## config.mk

```make
export PLATFORM = sky130hd
export DESIGN_NAME = pipeline_hazard_controller
export DESIGN_NICKNAME = d
export VERILOG_FILES = /design/src/rtl/pipeline_ctrl_pkg.sv /design/src/rtl/pipeline_hazard_controller_hazard_detect.sv /design/src/rtl/pipeline_hazard_controller.sv
export SDC_FILE = /design/constraint.sdc
export NUM_CORES = 1
export LEC_CHECK = 0
export ABC_AREA = 1
export BUFFER_PORTS_ARGS = -buffer_cell sky130_fd_sc_hd__buf_2
export CORE_AREA = 3 3 72 74
export CTS_CLUSTER_SIZE = 28
export DETAILED_ROUTE_END_ITERATION = 10
export DIE_AREA = 0 0 75 77
export PLACE_DENSITY = 0.93
export SLEW_MARGIN = 20
export SYNTH_ARGS = -nofsm -noshare
export SYNTH_HDL_FRONTEND = slang
export SYNTH_SLANG_ARGS = --single-unit
export TNS_END_PERCENT = 20
```

## constraint.sdc

```tcl
create_clock -name clock -period 3.4 [get_ports clock]
set_input_delay 0.17 -clock clock [delete_from_list [all_inputs] [get_ports clock]]
set_output_delay 0.17 -clock clock [all_outputs]
set_load 0.005 [all_outputs]
```

## src/rtl/pipeline_ctrl_pkg.sv

```systemverilog
// Shared pipeline control types: FSM state encoding
// and the XZR register index that never creates a hazard.
package pipeline_ctrl_pkg;

  typedef enum logic [1:0] {
    RUN        = 2'd0,
    LOAD_STALL = 2'd1,
    MEM_WAIT   = 2'd2
  } ctrl_state_e;

  localparam int XZR = 31;

endpackage

```

## src/rtl/pipeline_hazard_controller_hazard_detect.sv

```systemverilog
// Load-use hazard term: a load in ID_EX writes a register
// that the instruction in IF_ID reads (XZR excluded).
// Ports: rn/rm/rd addresses, read-use flags, memread in;
// hazard out.
module hazard_detect
  import pipeline_ctrl_pkg::*;
#(
  parameter int REG_ADDR_W = 5,
  parameter int ZERO_REG   = XZR
) (
  input  logic [REG_ADDR_W-1:0] rn,
  input  logic [REG_ADDR_W-1:0] rm,
  input  logic [REG_ADDR_W-1:0] rd,
  input  logic                  uses_rn,
  input  logic                  uses_rm,
  input  logic                  memread,
  output logic                  hazard
);

  logic rn_hit;
  logic rm_hit;
  logic rd_real;

  assign rn_hit  = uses_rn && (rn == rd);
  assign rm_hit  = uses_rm && (rm == rd);
  assign rd_real = rd != REG_ADDR_W'(ZERO_REG);
  assign hazard  = memread && rd_real && (rn_hit || rm_hit);

endmodule

```

## src/rtl/pipeline_hazard_controller.sv

```systemverilog
// Stall/flush sequencer: PC write enable, pipeline register
// enables/flushes, memory-wait timeout flag, perf counters.
// Ports: clock/reset(active-low async), ID/EX hazard inputs,
// branch_taken_mem, mem_req/mem_ready in; pc_wren, wren_*,
// flush_*, mem_error, stall_count, flush_count, state out.
module pipeline_hazard_controller
  import pipeline_ctrl_pkg::*;
#(
  parameter int REG_ADDR_W        = 5,
  parameter int ZERO_REG          = XZR,
  parameter int LOAD_STALL_CYCLES = 1,
  parameter int MEM_TIMEOUT       = 64,
  parameter int COUNT_W           = 16
) (
  input  logic                  clock,
  input  logic                  reset,
  input  logic [REG_ADDR_W-1:0] id_rn,
  input  logic [REG_ADDR_W-1:0] id_rm,
  input  logic                  id_uses_rn,
  input  logic                  id_uses_rm,
  input  logic                  ex_memread,
  input  logic [REG_ADDR_W-1:0] ex_rd,
  input  logic                  branch_taken_mem,
  input  logic                  mem_req,
  input  logic                  mem_ready,
  output logic                  pc_wren,
  output logic                  wren_IF_ID,
  output logic                  wren_ID_EX,
  output logic                  wren_EX_MEM,
  output logic                  wren_MEM_WB,
  output logic                  flush_IF_ID,
  output logic                  flush_ID_EX,
  output logic                  flush_EX_MEM,
  output logic                  mem_error,
  output logic [COUNT_W-1:0]    stall_count,
  output logic [COUNT_W-1:0]    flush_count,
  output logic [1:0]            state
);

  localparam int WAIT_W = $clog2(MEM_TIMEOUT + 1);

  ctrl_state_e       state_q, state_d;
  logic [1:0]        load_q, load_d;
  logic [WAIT_W-1:0] wait_q, wait_d;
  logic              err_d;
  logic              hazard;
  logic              branch_ev;

  hazard_detect #(
    .REG_ADDR_W(REG_ADDR_W),
    .ZERO_REG  (ZERO_REG)
  ) u_hazard_detect (
    .rn     (id_rn),
    .rm     (id_rm),
    .rd     (ex_rd),
    .uses_rn(id_uses_rn),
    .uses_rm(id_uses_rm),
    .memread(ex_memread),
    .hazard (hazard)
  );

  assign state = state_q;

  always_comb begin
    state_d      = state_q;
    load_d       = load_q;
    wait_d       = wait_q;
    err_d        = mem_error;
    branch_ev    = 1'b0;
    pc_wren      = 1'b1;
    wren_IF_ID   = 1'b1;
    wren_ID_EX   = 1'b1;
    wren_EX_MEM  = 1'b1;
    wren_MEM_WB  = 1'b1;
    flush_IF_ID  = 1'b0;
    flush_ID_EX  = 1'b0;
    flush_EX_MEM = 1'b0;
    case (state_q)
      RUN: begin
        if (branch_taken_mem) begin
          flush_IF_ID  = 1'b1;
          flush_ID_EX  = 1'b1;
          flush_EX_MEM = 1'b1;
          branch_ev    = 1'b1;
        end else if (mem_req && !mem_ready) begin
          pc_wren     = 1'b0;
          wren_IF_ID  = 1'b0;
          wren_ID_EX  = 1'b0;
          wren_EX_MEM = 1'b0;
          wren_MEM_WB = 1'b0;
          wait_d      = WAIT_W'(1);
          state_d     = MEM_WAIT;
        end else if (hazard) begin
          pc_wren     = 1'b0;
          wren_IF_ID  = 1'b0;
          flush_ID_EX = 1'b1;
          if (LOAD_STALL_CYCLES > 1) begin
            load_d  = 2'(LOAD_STALL_CYCLES - 1);
            state_d = LOAD_STALL;
          end
        end
      end
      LOAD_STALL: begin
        if (branch_taken_mem) begin
          flush_IF_ID  = 1'b1;
          flush_ID_EX  = 1'b1;
          flush_EX_MEM = 1'b1;
          branch_ev    = 1'b1;
          load_d       = 2'd0;
          state_d      = RUN;
        end else if (mem_req && !mem_ready) begin
          // freeze everything; remaining bubbles are kept
          pc_wren     = 1'b0;
          wren_IF_ID  = 1'b0;
          wren_ID_EX  = 1'b0;
          wren_EX_MEM = 1'b0;
          wren_MEM_WB = 1'b0;
        end else begin
          pc_wren     = 1'b0;
          wren_IF_ID  = 1'b0;
          flush_ID_EX = 1'b1;
          if (load_q <= 2'd1) begin
            load_d  = 2'd0;
            state_d = RUN;
          end else begin
            load_d = load_q - 2'd1;
          end
        end
      end
      MEM_WAIT: begin
        // branches cannot reach MEM here; ignored
        if (mem_ready) begin
          state_d = RUN;
        end else if (wait_q >= WAIT_W'(MEM_TIMEOUT)) begin
          err_d   = 1'b1;
          state_d = RUN;
        end else begin
          pc_wren     = 1'b0;
          wren_IF_ID  = 1'b0;
          wren_ID_EX  = 1'b0;
          wren_EX_MEM = 1'b0;
          wren_MEM_WB = 1'b0;
          wait_d      = wait_q + 1'b1;
        end
      end
      default: begin
        state_d = RUN;
        load_d  = 2'd0;
      end
    endcase
    if (!reset) begin
      branch_ev    = 1'b0;
      pc_wren      = 1'b0;
      wren_IF_ID   = 1'b0;
      wren_ID_EX   = 1'b0;
      wren_EX_MEM  = 1'b0;
      wren_MEM_WB  = 1'b0;
      flush_IF_ID  = 1'b1;
      flush_ID_EX  = 1'b1;
      flush_EX_MEM = 1'b1;
    end
  end

  always_ff @(posedge clock or negedge reset) begin
    if (!reset) begin
      state_q     <= RUN;
      load_q      <= 2'd0;
      wait_q      <= '0;
      mem_error   <= 1'b0;
      stall_count <= '0;
      flush_count <= '0;
    end else begin
      state_q   <= state_d;
      load_q    <= load_d;
      wait_q    <= wait_d;
      mem_error <= err_d;
      if (!pc_wren && stall_count != '1) begin
        stall_count <= stall_count + 1'b1;
      end
      if (branch_ev && flush_count != '1) begin
        flush_count <= flush_count + 1'b1;
      end
    end
  end

endmodule

```

==> impl_metrics.csv <==
group,metric,value,unit
min_path,hp-start,"mem_req",
sta,setup_viol,0,
logic_synthesis,synth_top_area_frac,0.4004,
sta,drv_slew,0,
floorplanning,core,4661,um2
detailed_routing,drt_iter0_markers,118,
detailed_routing,drc,0,
power_and_ir_drop,ir_worst_vdd,0.3298,mV
placed_design,port_buffers,64,
setup_path,critPathMaxFanout,23,
logic_synthesis,ys_seq_area_frac,0.4004,
cells_and_area,num-nets-final,435,
global_route,grt_usage,0.2099,
logic_synthesis,ys_async_sr_fraction,1.000,
power_and_ir_drop,powerDensity,441.3,nW/um2
sta,max_slew.worst_pin.slew,533.8,ps
detailed_routing,via_per_inst,5.144,
power_and_ir_drop,power,1.309,mW
cts,max-clock-path-buffers,2,
logic_synthesis,synth_edf_count,0,
min_path,hold_path_end,"wait_q[2]",
cts,cts_htree_levels,2,
cells_and_area,drive_gt1_frac,0.2171,
cts,numCtsBuffers,5,
sta,slew_headroom,0.6441,
logic_synthesis,synth_fp_nets,373,
cts,cts-root-buf,"clkbuf_8",
placed_design,gp_congestion,0.8653,
placed_design,dp_hpwl,4.319,mm
min_path,hold_path_class,"in -> reg",
logic_synthesis,synthFlopType,"dfrtp_1",
global_route,first_global_vias,2257,
logic_synthesis,synth_cell_types,27,
sta,period_needed,2007,ps
logic_synthesis,synth_top_cell_by_area,"dfrtp_1",
cts,cts_tree,"yes",
power_and_ir_drop,p_leak,1.631,nW
setup_path,cp.arrival,1840,ps
setup_path,end_kind,"primary output",
sta,rsz0062_at_grt,"false",
floorplanning,io_pins,66,
setup_path,reg2reg_from,"flush_count[0]",
detailed_routing,wl_met3,412,um
detailed_routing,num_vias,2387,
floorplanning,die_y,77,um
cts,cts_resized,0,
cells_and_area,syn2layout_area_growth,15.77,%
status,outcome,"completed",
detailed_routing,highest_layer,"met4",
logic_synthesis,netlist_top_cells_count,"107 x nand2_1, 48 x inv_1, 41 x dfrtp_1, 30 x nand3_1, 27 x nor2_1",
sta,final.period_utilization,0.5903,
detailed_routing,drt-total-wl,5.596,mm
detailed_routing,dr.pass1.iters,4,
detailed_routing,ant_nets,0,
logic_synthesis,ys_ff_latch,41,
job,max_cap_viol_count,0,
logic_synthesis,yosysMostFrequentCell,"nand2_1",
logic_synthesis,syn_area,2562,um2
setup_path,r2r-end,"flush_count[5]",
sta,tns,0,ps
min_path,hold_depth,4,
floorplanning,rows,25,
detailed_routing,routedWlPerCell,12.06,um
logic_synthesis,netlist_top_cells_area,"dfrtp_1 40%, nand2_1 16%, inv_1 7.0%",
floorplanning,dieArea,5775,um2
setup_path,crit_type,"reg -> out",
global_route,grt_max_degree,44,
floorplanning,die_x,75,um
cts,cts_num_sinks,41,
cells_and_area,diodes,0,
setup_path,cp-start-kind,"flip-flop",
cts,clock_latency,290,ps
global_route,overflow,0,
detailed_routing,met1Wirelength,2.314,mm
sta,fin_skew,8.236,ps
setup_path,reg2reg_depth,8,
floorplanning,initial_core_util,0.5498,
logic_synthesis,synth.avg_cell_area,7.385,um2
logic_synthesis,yosys_warnings,0,
global_route,grt_pass1_wl,9.480,mm
global_route,grt_antenna_before_repair,0,
sta,fmaxAchievable,498.3,MHz
sta,hold_viol,0,
logic_synthesis,syn_inst,347,
cts,clkTransAtPathRegs,70,ps
setup_path,timing.reg2reg.setup_slack,1490,ps
setup_path,crit_required,3230,ps
detailed_routing,met2_length,2.796,mm
where the power goes:
group	switching, mW	total, mW	internal (mW)
registers	0.105	0.672	0.567
logic	0.183	0.335	0.152
clock network	0.160	0.302	0.142
flip-flops by register name (all words and copies together) (netlist names):
name / cells
wait_q: 7
stall_count: 16
state: 1
mem_error: 1
flush_count: 16
worst max-delay path by stage:
stage                   startpoint        endpoint  slack (ps)  cells after the start
floorplan           stall_count[0]  stall_count[1]        1870                      9
global placement    flush_count[0]  flush_count[5]        1600                      8
detailed placement  flush_count[0]  flush_count[5]        1510                      8
CTS                       state[1]         pc_wren        1380                      7
global route        flush_count[0]  flush_count[5]        1210                      8
finish                    state[1]         pc_wren        1390                      7
layer usage:
metal / GRT usage / vias up
met2: 0.3632 / 79
met4: 0.06762 / 0
met1: 0.2477 / 1094
met3: 0.05242 / 7
li1: - / 1207
met5: 0 / -
layout by cell type (no fill, tap or decap), drive strengths merged, types with 3 or more instances in the layout:
master / synthesis / routed
nand2: 110 / 110
buf: 11 / 65
inv: 49 / 49
dfrtp: 41 / 41
nand3: 34 / 34
nor2: 32 / 32
xor2: 15 / 15
nor3: 12 / 12
nand4: 11 / 11
xnor2: 9 / 9
o21ai: 8 / 8
clkbuf: 0 / 6
a21oi: 5 / 5
o21a: 3 / 3
ha: 3 / 3
cell families after synthesis:
group | share of synthesized area
simple gates | 0.3594
buf+inv | 0.1045
flops | 0.4004
xor+xnor | 0.08203
compound gates | 0.03760
fa+ha+maj | 0.01465
other cells | 0.001463
final cells by class:
class	count	area (um2)
clock buffers	6	72.57
clock inverters	2	10.01
well taps	54	67.56
flip-flops and latches	41	1026
multi-input cells	246	1269
fillers	408	1694
repair buffers	66	337.8
inverters	49	183.9
worst max-delay path, cell delays in order (launching register included):
cell and delay [ps]:
dfrtp_1 430, nor2_1 180, nand3_2 100, nand2_2 160, nor2_2 80, nand2_2 330
inv_1 100, buf_2 150
through the flow:
stage / setup WS, ps / std cells / utilization / hold slack, ps / area [um2]
finish: 1393 / 464 / 0.6365 / 238.2 / 2967
global route: 1212 / 464 / 0.6365 / 266.5 / 2967
CTS: 1382 / 464 / 0.6365 / 233.5 / 2967
detailed placement: 1506 / 455 / 0.6166 / 299.2 / 2874
global placement: 1600 / 455 / 0.6166 / 301.1 / 2874
floorplan: 1870 / 347 / - / -125.6 / 2562
what timing repair did:
action,in CTS,in global routing
setup buffers,0,0
endpoints found under the hold margin,41,0
hold buffers,1,0
No activity file was read; power rests on OpenSTA's default activity.
